--- src/rtl/lsu_queue_writer_if.sv ---
// rtl/lsu_queue_writer_if.sv - dispatch/reader-facing bundle of the LSU queue writer
interface lsu_queue_writer_if #(
  parameter int DATA_W = 113,
  parameter int DEPTH  = 16,
  parameter int ADDR_W = 4
);
  logic                    i_valid;
  logic                    o_ready;
  logic [DATA_W-1:0]       i_instr_113;
  logic [ADDR_W:0]         i_RdGray_5;
  logic [ADDR_W:0]         o_WrGray_5;
  logic [DEPTH*DATA_W-1:0] o_InstructionQueue_1808;
  logic [ADDR_W:0]         o_LsuCount_5;
  logic                    o_full;
  logic                    o_empty;

  modport master (
    output i_valid, i_instr_113, i_RdGray_5,
    input  o_ready, o_WrGray_5, o_InstructionQueue_1808, o_LsuCount_5, o_full, o_empty
  );

  modport slave (
    input  i_valid, i_instr_113, i_RdGray_5,
    output o_ready, o_WrGray_5, o_InstructionQueue_1808, o_LsuCount_5, o_full, o_empty
  );
endinterface

--- src/rtl/lsu_queue_writer.sv ---
// rtl/lsu_queue_writer.sv - write side of the 16-entry LSU instruction queue
module lsu_queue_writer #(
  parameter int DATA_W = 113,
  parameter int DEPTH  = 16,
  parameter int ADDR_W = 4
) (
  input  logic               clk,
  input  logic               rst,
  lsu_queue_writer_if.slave  q
);
  localparam logic [ADDR_W:0] PTR_ONE = {{ADDR_W{1'b0}}, 1'b1};

  logic [ADDR_W:0]         wr_bin_q, wr_bin_d;
  logic [ADDR_W:0]         wr_gray_q, wr_gray_d;
  logic [ADDR_W:0]         sync1_q, sync2_q;
  logic [ADDR_W:0]         rd_bin;
  logic [ADDR_W:0]         full_gray;
  logic [DATA_W-1:0]       mem_q [DEPTH];
  logic [DEPTH*DATA_W-1:0] queue_flat;
  logic                    full;
  logic                    fire;

  // Reader pointer decoded from the synchronized Gray copy only.
  always_comb begin
    rd_bin = '0;
    for (int i = 0; i <= ADDR_W; i++) begin
      rd_bin[i] = ^(sync2_q >> i);
    end
  end

  assign full_gray = {~sync2_q[ADDR_W:ADDR_W-1], sync2_q[ADDR_W-2:0]};
  assign full      = (wr_gray_q == full_gray);
  assign fire      = q.i_valid & ~full;
  assign wr_bin_d  = wr_bin_q + PTR_ONE;
  assign wr_gray_d = wr_bin_d ^ (wr_bin_d >> 1);

  always_comb begin
    queue_flat = '0;
    for (int k = 0; k < DEPTH; k++) begin
      queue_flat[k*DATA_W +: DATA_W] = mem_q[k];
    end
  end

  always_ff @(posedge clk or posedge rst) begin
    if (rst) begin
      wr_bin_q  <= '0;
      wr_gray_q <= '0;
      sync1_q   <= '0;
      sync2_q   <= '0;
    end else begin
      sync1_q <= q.i_RdGray_5;
      sync2_q <= sync1_q;
      if (fire) begin
        wr_bin_q  <= wr_bin_d;
        wr_gray_q <= wr_gray_d;
      end
    end
  end

  // Entries are never cleared by reads; only the pointers mark them free.
  always_ff @(posedge clk or posedge rst) begin
    if (rst) begin
      for (int k = 0; k < DEPTH; k++) begin
        mem_q[k] <= '0;
      end
    end else if (fire) begin
      mem_q[wr_bin_q[ADDR_W-1:0]] <= q.i_instr_113;
    end
  end

  assign q.o_ready                 = ~full;
  assign q.o_full                  = full;
  assign q.o_empty                 = (wr_gray_q == sync2_q);
  assign q.o_LsuCount_5            = wr_bin_q - rd_bin;
  assign q.o_WrGray_5              = wr_gray_q;
  assign q.o_InstructionQueue_1808 = queue_flat;
endmodule

--- src/flat_wrapper.sv ---
// flat-port wrapper written by rule: the top's interface ports become plain ports
module lsu_queue_writer_flat 
#(
  parameter int DATA_W = 113,
  parameter int DEPTH  = 16,
  parameter int ADDR_W = 4
)
  (clk, rst, q_i_valid, q_i_instr_113, q_i_RdGray_5, q_o_ready, q_o_WrGray_5, q_o_InstructionQueue_1808, q_o_LsuCount_5, q_o_full, q_o_empty);
  lsu_queue_writer_if #(.DATA_W(DATA_W), .DEPTH(DEPTH), .ADDR_W(ADDR_W)) q_i ();
  input  logic clk;
  input  logic rst;
  input wire logic [$bits(q_i.i_valid)-1:0] q_i_valid;
  input wire logic [$bits(q_i.i_instr_113)-1:0] q_i_instr_113;
  input wire logic [$bits(q_i.i_RdGray_5)-1:0] q_i_RdGray_5;
  output wire logic [$bits(q_i.o_ready)-1:0] q_o_ready;
  output wire logic [$bits(q_i.o_WrGray_5)-1:0] q_o_WrGray_5;
  output wire logic [$bits(q_i.o_InstructionQueue_1808)-1:0] q_o_InstructionQueue_1808;
  output wire logic [$bits(q_i.o_LsuCount_5)-1:0] q_o_LsuCount_5;
  output wire logic [$bits(q_i.o_full)-1:0] q_o_full;
  output wire logic [$bits(q_i.o_empty)-1:0] q_o_empty;
  assign q_i.i_valid = q_i_valid;
  assign q_i.i_instr_113 = q_i_instr_113;
  assign q_i.i_RdGray_5 = q_i_RdGray_5;
  assign q_o_ready = q_i.o_ready;
  assign q_o_WrGray_5 = q_i.o_WrGray_5;
  assign q_o_InstructionQueue_1808 = q_i.o_InstructionQueue_1808;
  assign q_o_LsuCount_5 = q_i.o_LsuCount_5;
  assign q_o_full = q_i.o_full;
  assign q_o_empty = q_i.o_empty;
  lsu_queue_writer #(.DATA_W(DATA_W), .DEPTH(DEPTH), .ADDR_W(ADDR_W)) u_core (.clk(clk), .rst(rst), .q(q_i));
endmodule
--- config.mk ---
export PLATFORM = sky130hd
export DESIGN_NAME = lsu_queue_writer_flat
export DESIGN_NICKNAME = d
export VERILOG_FILES = /design/src/rtl/lsu_queue_writer_if.sv /design/src/rtl/lsu_queue_writer.sv /design/src/flat_wrapper.sv
export SDC_FILE = /design/constraint.sdc
export NUM_CORES = 2
export LEC_CHECK = 0
export BUFFER_PORTS_ARGS = -buffer_cell sky130_fd_sc_hd__buf_2
export CAP_MARGIN = 10
export CELL_PAD_IN_SITES_DETAIL_PLACEMENT = 0
export CELL_PAD_IN_SITES_GLOBAL_PLACEMENT = 1
export CORE_AREA = 3 3 748 750
export DETAILED_ROUTE_END_ITERATION = 12
export DIE_AREA = 0 0 751 753
export GPL_ROUTABILITY_DRIVEN = 0
export HOLD_SLACK_MARGIN = 0.03
export MAX_ROUTING_LAYER = met4
export PLACE_DENSITY_LB_ADDON = 0.1
export REMOVE_ABC_BUFFERS = 1
export SKIP_CTS_REPAIR_TIMING = 1
export SYNTH_ARGS = -nofsm -noshare
export SYNTH_HDL_FRONTEND = slang
export SYNTH_SLANG_ARGS = --single-unit
--- constraint.sdc ---
create_clock -name clk -period 169.4 [get_ports clk]
set_input_delay 25.41 -clock clk [delete_from_list [all_inputs] [get_ports clk]]
set_output_delay 25.41 -clock clk [all_outputs]
set_load 0.05 [all_outputs]
# Word-level counts from Yosys, hierarchy flattened
# Index checks and enable logic that the tools add are counted.
# totals
in_bits	121
memories	0
mem_bits_rw	0
register_bits	1828
rom_bits	0
latchBits	0
out_inout_bits	1821
# op_classes
multipliers	0
order_cmp	2
mux	3
n_eq_ne	2
shifts	0
div	0
addsub	2
n_reduce_logical	6
n_bitwise	5
# op_table
op	n
$bwmux 1808	1
$demux 113 s4	1
$mux 113	1
$reduce_xor 5->1	5
$eq 5x5->1	2
$add 5x1->5 const B	1
$ge 5x5->1 const B	1
$lt 5x1->1 const B	1
$not 4->5	1
$sub 5x5->5	1
$xor 5x4->5	1
$not 2->2	1
$and 1x1->1	1
$logic_and 1x1->1	1
$not 1->1	1

# Longest topological paths before layout
# depth
depth_word	6
ltp_mapped	10
depth_no_buf	10

# Worst setup path before layout
# Ideal clock, no wire load.
# synth_timing
path_kind	register to output
from	register u_core.sync2_q[4]
to	output q_o_LsuCount_5[4]
stages_incl_launch_ff	11
required_ns	143.990
slack_ns	141.011
arrival_time_ns	2.979
path_cell_list	dfrtp_1 > xnor2_1 > xor2_1 > xor2_1 > xnor2_1 > ha_1 > inv_1 > fa_1 > a21o_1 > a21oi_1 > xor2_1
# synth_via
elab_chain_len	2
# synth_lines
item	line_no	text
from (decl)	lsu_queue_writer.sv:15	logic [ADDR_W:0] sync1_q, sync2_q;
from (signal assigned)	lsu_queue_writer.sv:52	sync2_q <= sync1_q;
$reduce_xor 5->1	lsu_queue_writer.sv:27	rd_bin[i] = ^(sync2_q >> i);
$sub 5x5->5 (*)	lsu_queue_writer.sv:74	assign q.o_LsuCount_5 = wr_bin_q - rd_bin;
to (decl)	flat_wrapper.sv:18	output wire logic [$bits(q_i.o_LsuCount_5)-1:0] q_o_LsuCount_5;
# Mark *: on every way between the ends. The rest lies on a longest branch, timed or not.

==> results.toml <==
[drt]
drt_iter0_drc = 1772
met2_length_um = 174000
wl_met3_um = 39700
drc = 0
vias = 43680
wl_met1_um = 150000
wire_per_inst_um = 27.7
dr.max_layer_used = "met4"
firstDrtPassIters = 4
ant_nets = 0
viasPerCell = 3.23
drt_wl_total_um = 374000

[timing]
final-hold-violation-count = 0
setup_viol = 0
maxSlewViolCount = 0
slew_headroom_pct = 30.7
fin_crit_ps = 30480
min_period_over_period_pct = 18.0
rsz0062_at_grt = "no"
worst_pin_slew_ps = 1040
skew_ps = 45.6
fin_setup_tns_ps = 0
clock.fmax_ghz = 0.0328

[placement]
portBuffers = 1941
dp_hpwl_um = 266000

[critical_path]
crit_type = "in -> async"
path_cells = "buf_2 -> inv_8 -> buf_4 -> buf_4 -> buf_4 -> buf_4 -> buf_4 -> buf_4 -> buf_4"
crit_fanout = 92
endpoint_kind = "asynchronous set/reset pin"
slowest_delay_ps = 800
worstReg2RegStart = "u_core.q.o_WrGray_5[4]"
crit_top_cell = "buf_4"
critPathLaunch = "rst"
crit_required_ps = 170280
crit_path_start_kind = "primary input"
cp.arrival_ps = 31360
critical-path-slowest-cell = "buf_4"

[floorplan]
initial_core_util_pct = 12.5
core_mm2 = 0.553
io_pins = 1942
fp.dieW_um = 751
dieHeight_um = 753
rows = 273
dieArea_mm2 = 0.566

[logic_synthesis]
async_flop_share_pct = 100
yosysTopAreaCellShare_pct = 66.0
synth_common_cells = "1,827 x dfrtp_1, 1,599 x mux2_2, 210 x mux2_4, 130 x clkbuf_1, 105 x buf_2"
synth_cell_types = 27
synth_enable_flop_cells = 0
syn_inst = 4038
ys_top_cells_by_area = "dfrtp_1 66%, mux2_2 26%, mux2_4 4.6%, buf_2 0.76%, clkbuf_1 0.70%"
netlist.top_cell.by_area = "dfrtp_1"
yosysSeqAreaShare_pct = 66.0
ys_seq_elements = 1827
ys.flop_type = "dfrtp_1"
syn_area_per_cell_um2 = 17.1
syn_area_mm2 = 0.0692
yosysMostFrequentCell = "dfrtp_1"
yosysWarnings = 0

[final_layout]
fillers = 60526
syn_to_final_growth_pct = 38.5
layout.nets = 6157
drive_above_1_share_pct = 68.6

[status]
outcome = "finished, final reports clean"

[min_path]
hold_start = "u_core.sync1_q[2]"
min-delay-path-class = "reg -> reg"

[clock_tree]
htreeDepth = 5
clkLatencyLatePin_ps = 910
clock-sinks = 1827
clk_pin_slew_ps = 60
cts_tree = "done"
numCtsBuffers = 264
cts_root_buffer = "clkbuf_16"
clock_tree.buffer_depth = 4

[grt]
grt_max_degree = 136
grt_antenna_before_repair = 40
grt_usage_pct = 13.1
grt_pass1_vias = 46392
grt_pass1_wl_um = 487000
overflow = 0

[run]
max-cap-violations = 0
layout by cell type (no fill, tap or decap), drive strengths merged, types with 6 or more instances in the layout:
cell type	netlist	layout
clkbuf	130	383
diode	0	21
xnor2	12	12
xor2	10	10
nand2	12	12
inv	6	22
buf	186	2039
dfrtp	1827	1827
nor3	12	12
nor2	6	6
mux2	1809	1809
clkinv	0	28
bufinv	0	13
ha	8	8
kinds of logic after synthesis:
| family | count (synthesis) | share of synthesized area (%) |
|---|---|---|
| flip-flops | 1827 | 66.0 |
| multiplexers | 1809 | 30.6 |
| buffers and inverters | 322 | 2.50 |
| AND/OR/NAND/NOR | 38 | 0.327 |
| XOR/XNOR | 22 | 0.289 |
| AO/OA/AOI/OAI | 11 | 0.101 |
| adder cells (fa/ha/maj) | 9 | 0.174 |
metal layers:
| layer | up-vias | track usage [%] |
|---|---|---|
| li1 | 18232 | - |
| met1 | 23328 | 14.9 |
| met2 | 1733 | 20.9 |
| met3 | 387 | 5.78 |
| met4 | 0 | 3.47 |
| met5 | - | - |
path summary, 6_finish.rpt:
kind | endpoint | slack, ps | cells past startpoint
max | u_core.q.o_InstructionQueue_1808[90] | 138920 | 9
min | u_core.sync2_q[2] | 350 | 0
max reg2reg | u_core.q.o_InstructionQueue_1808[90] | 164840 | 9
min reg2reg | u_core.sync2_q[2] | 350 | 0
max in group clk | q_o_LsuCount_5[4] | 140240 | 11
min in group asynchronous | u_core.q.o_InstructionQueue_1808[1141] | 24630 | 2
registers in the layout, summed over array words and instances, names as in the netlist:
signal / count
u_core.sync1_q: 5
u_core.wr_bin_q: 4
u_core.q.o_InstructionQueue_1808: 1808
u_core.sync2_q: 5
u_core.q.o_WrGray_5: 5
critical path: cells and delay by family:
kind                   cells  cell delay (ps)
buffers and inverters      9             5520
per-stage QoR:
step           instances  instance area (um2)  worst slack, ps  util, %  hold slack (ps)
2_1_floorplan       3722                67500            92410        -              331
3_3_place_gp       13047                87300           137590     15.8              338
3_5_place_dp       13048                87300           137530     15.8              336
4_1_cts            13493                95900           138550     17.3              349
5_1_grt            13500                95900           137990     17.3              355
6_report           13514                95900           138920     17.3              346
final cells by class:
class                      instances  area (um2)  share of cell area (%)
inverter                           6        30.0                  0.0313
tap                             7287        9120                    9.51
sequential                      1827       45700                    47.7
antenna                           21        52.6                  0.0548
timing repair buffer            2039       10600                    11.0
clock buffer                     383        7700                    8.03
clock inverter                    62         848                   0.884
multi-input combinational       1889       21900                    22.8
Power is not shown: default switching activity piles up to over one toggle a cycle in this logic, so the estimate is an artifact.
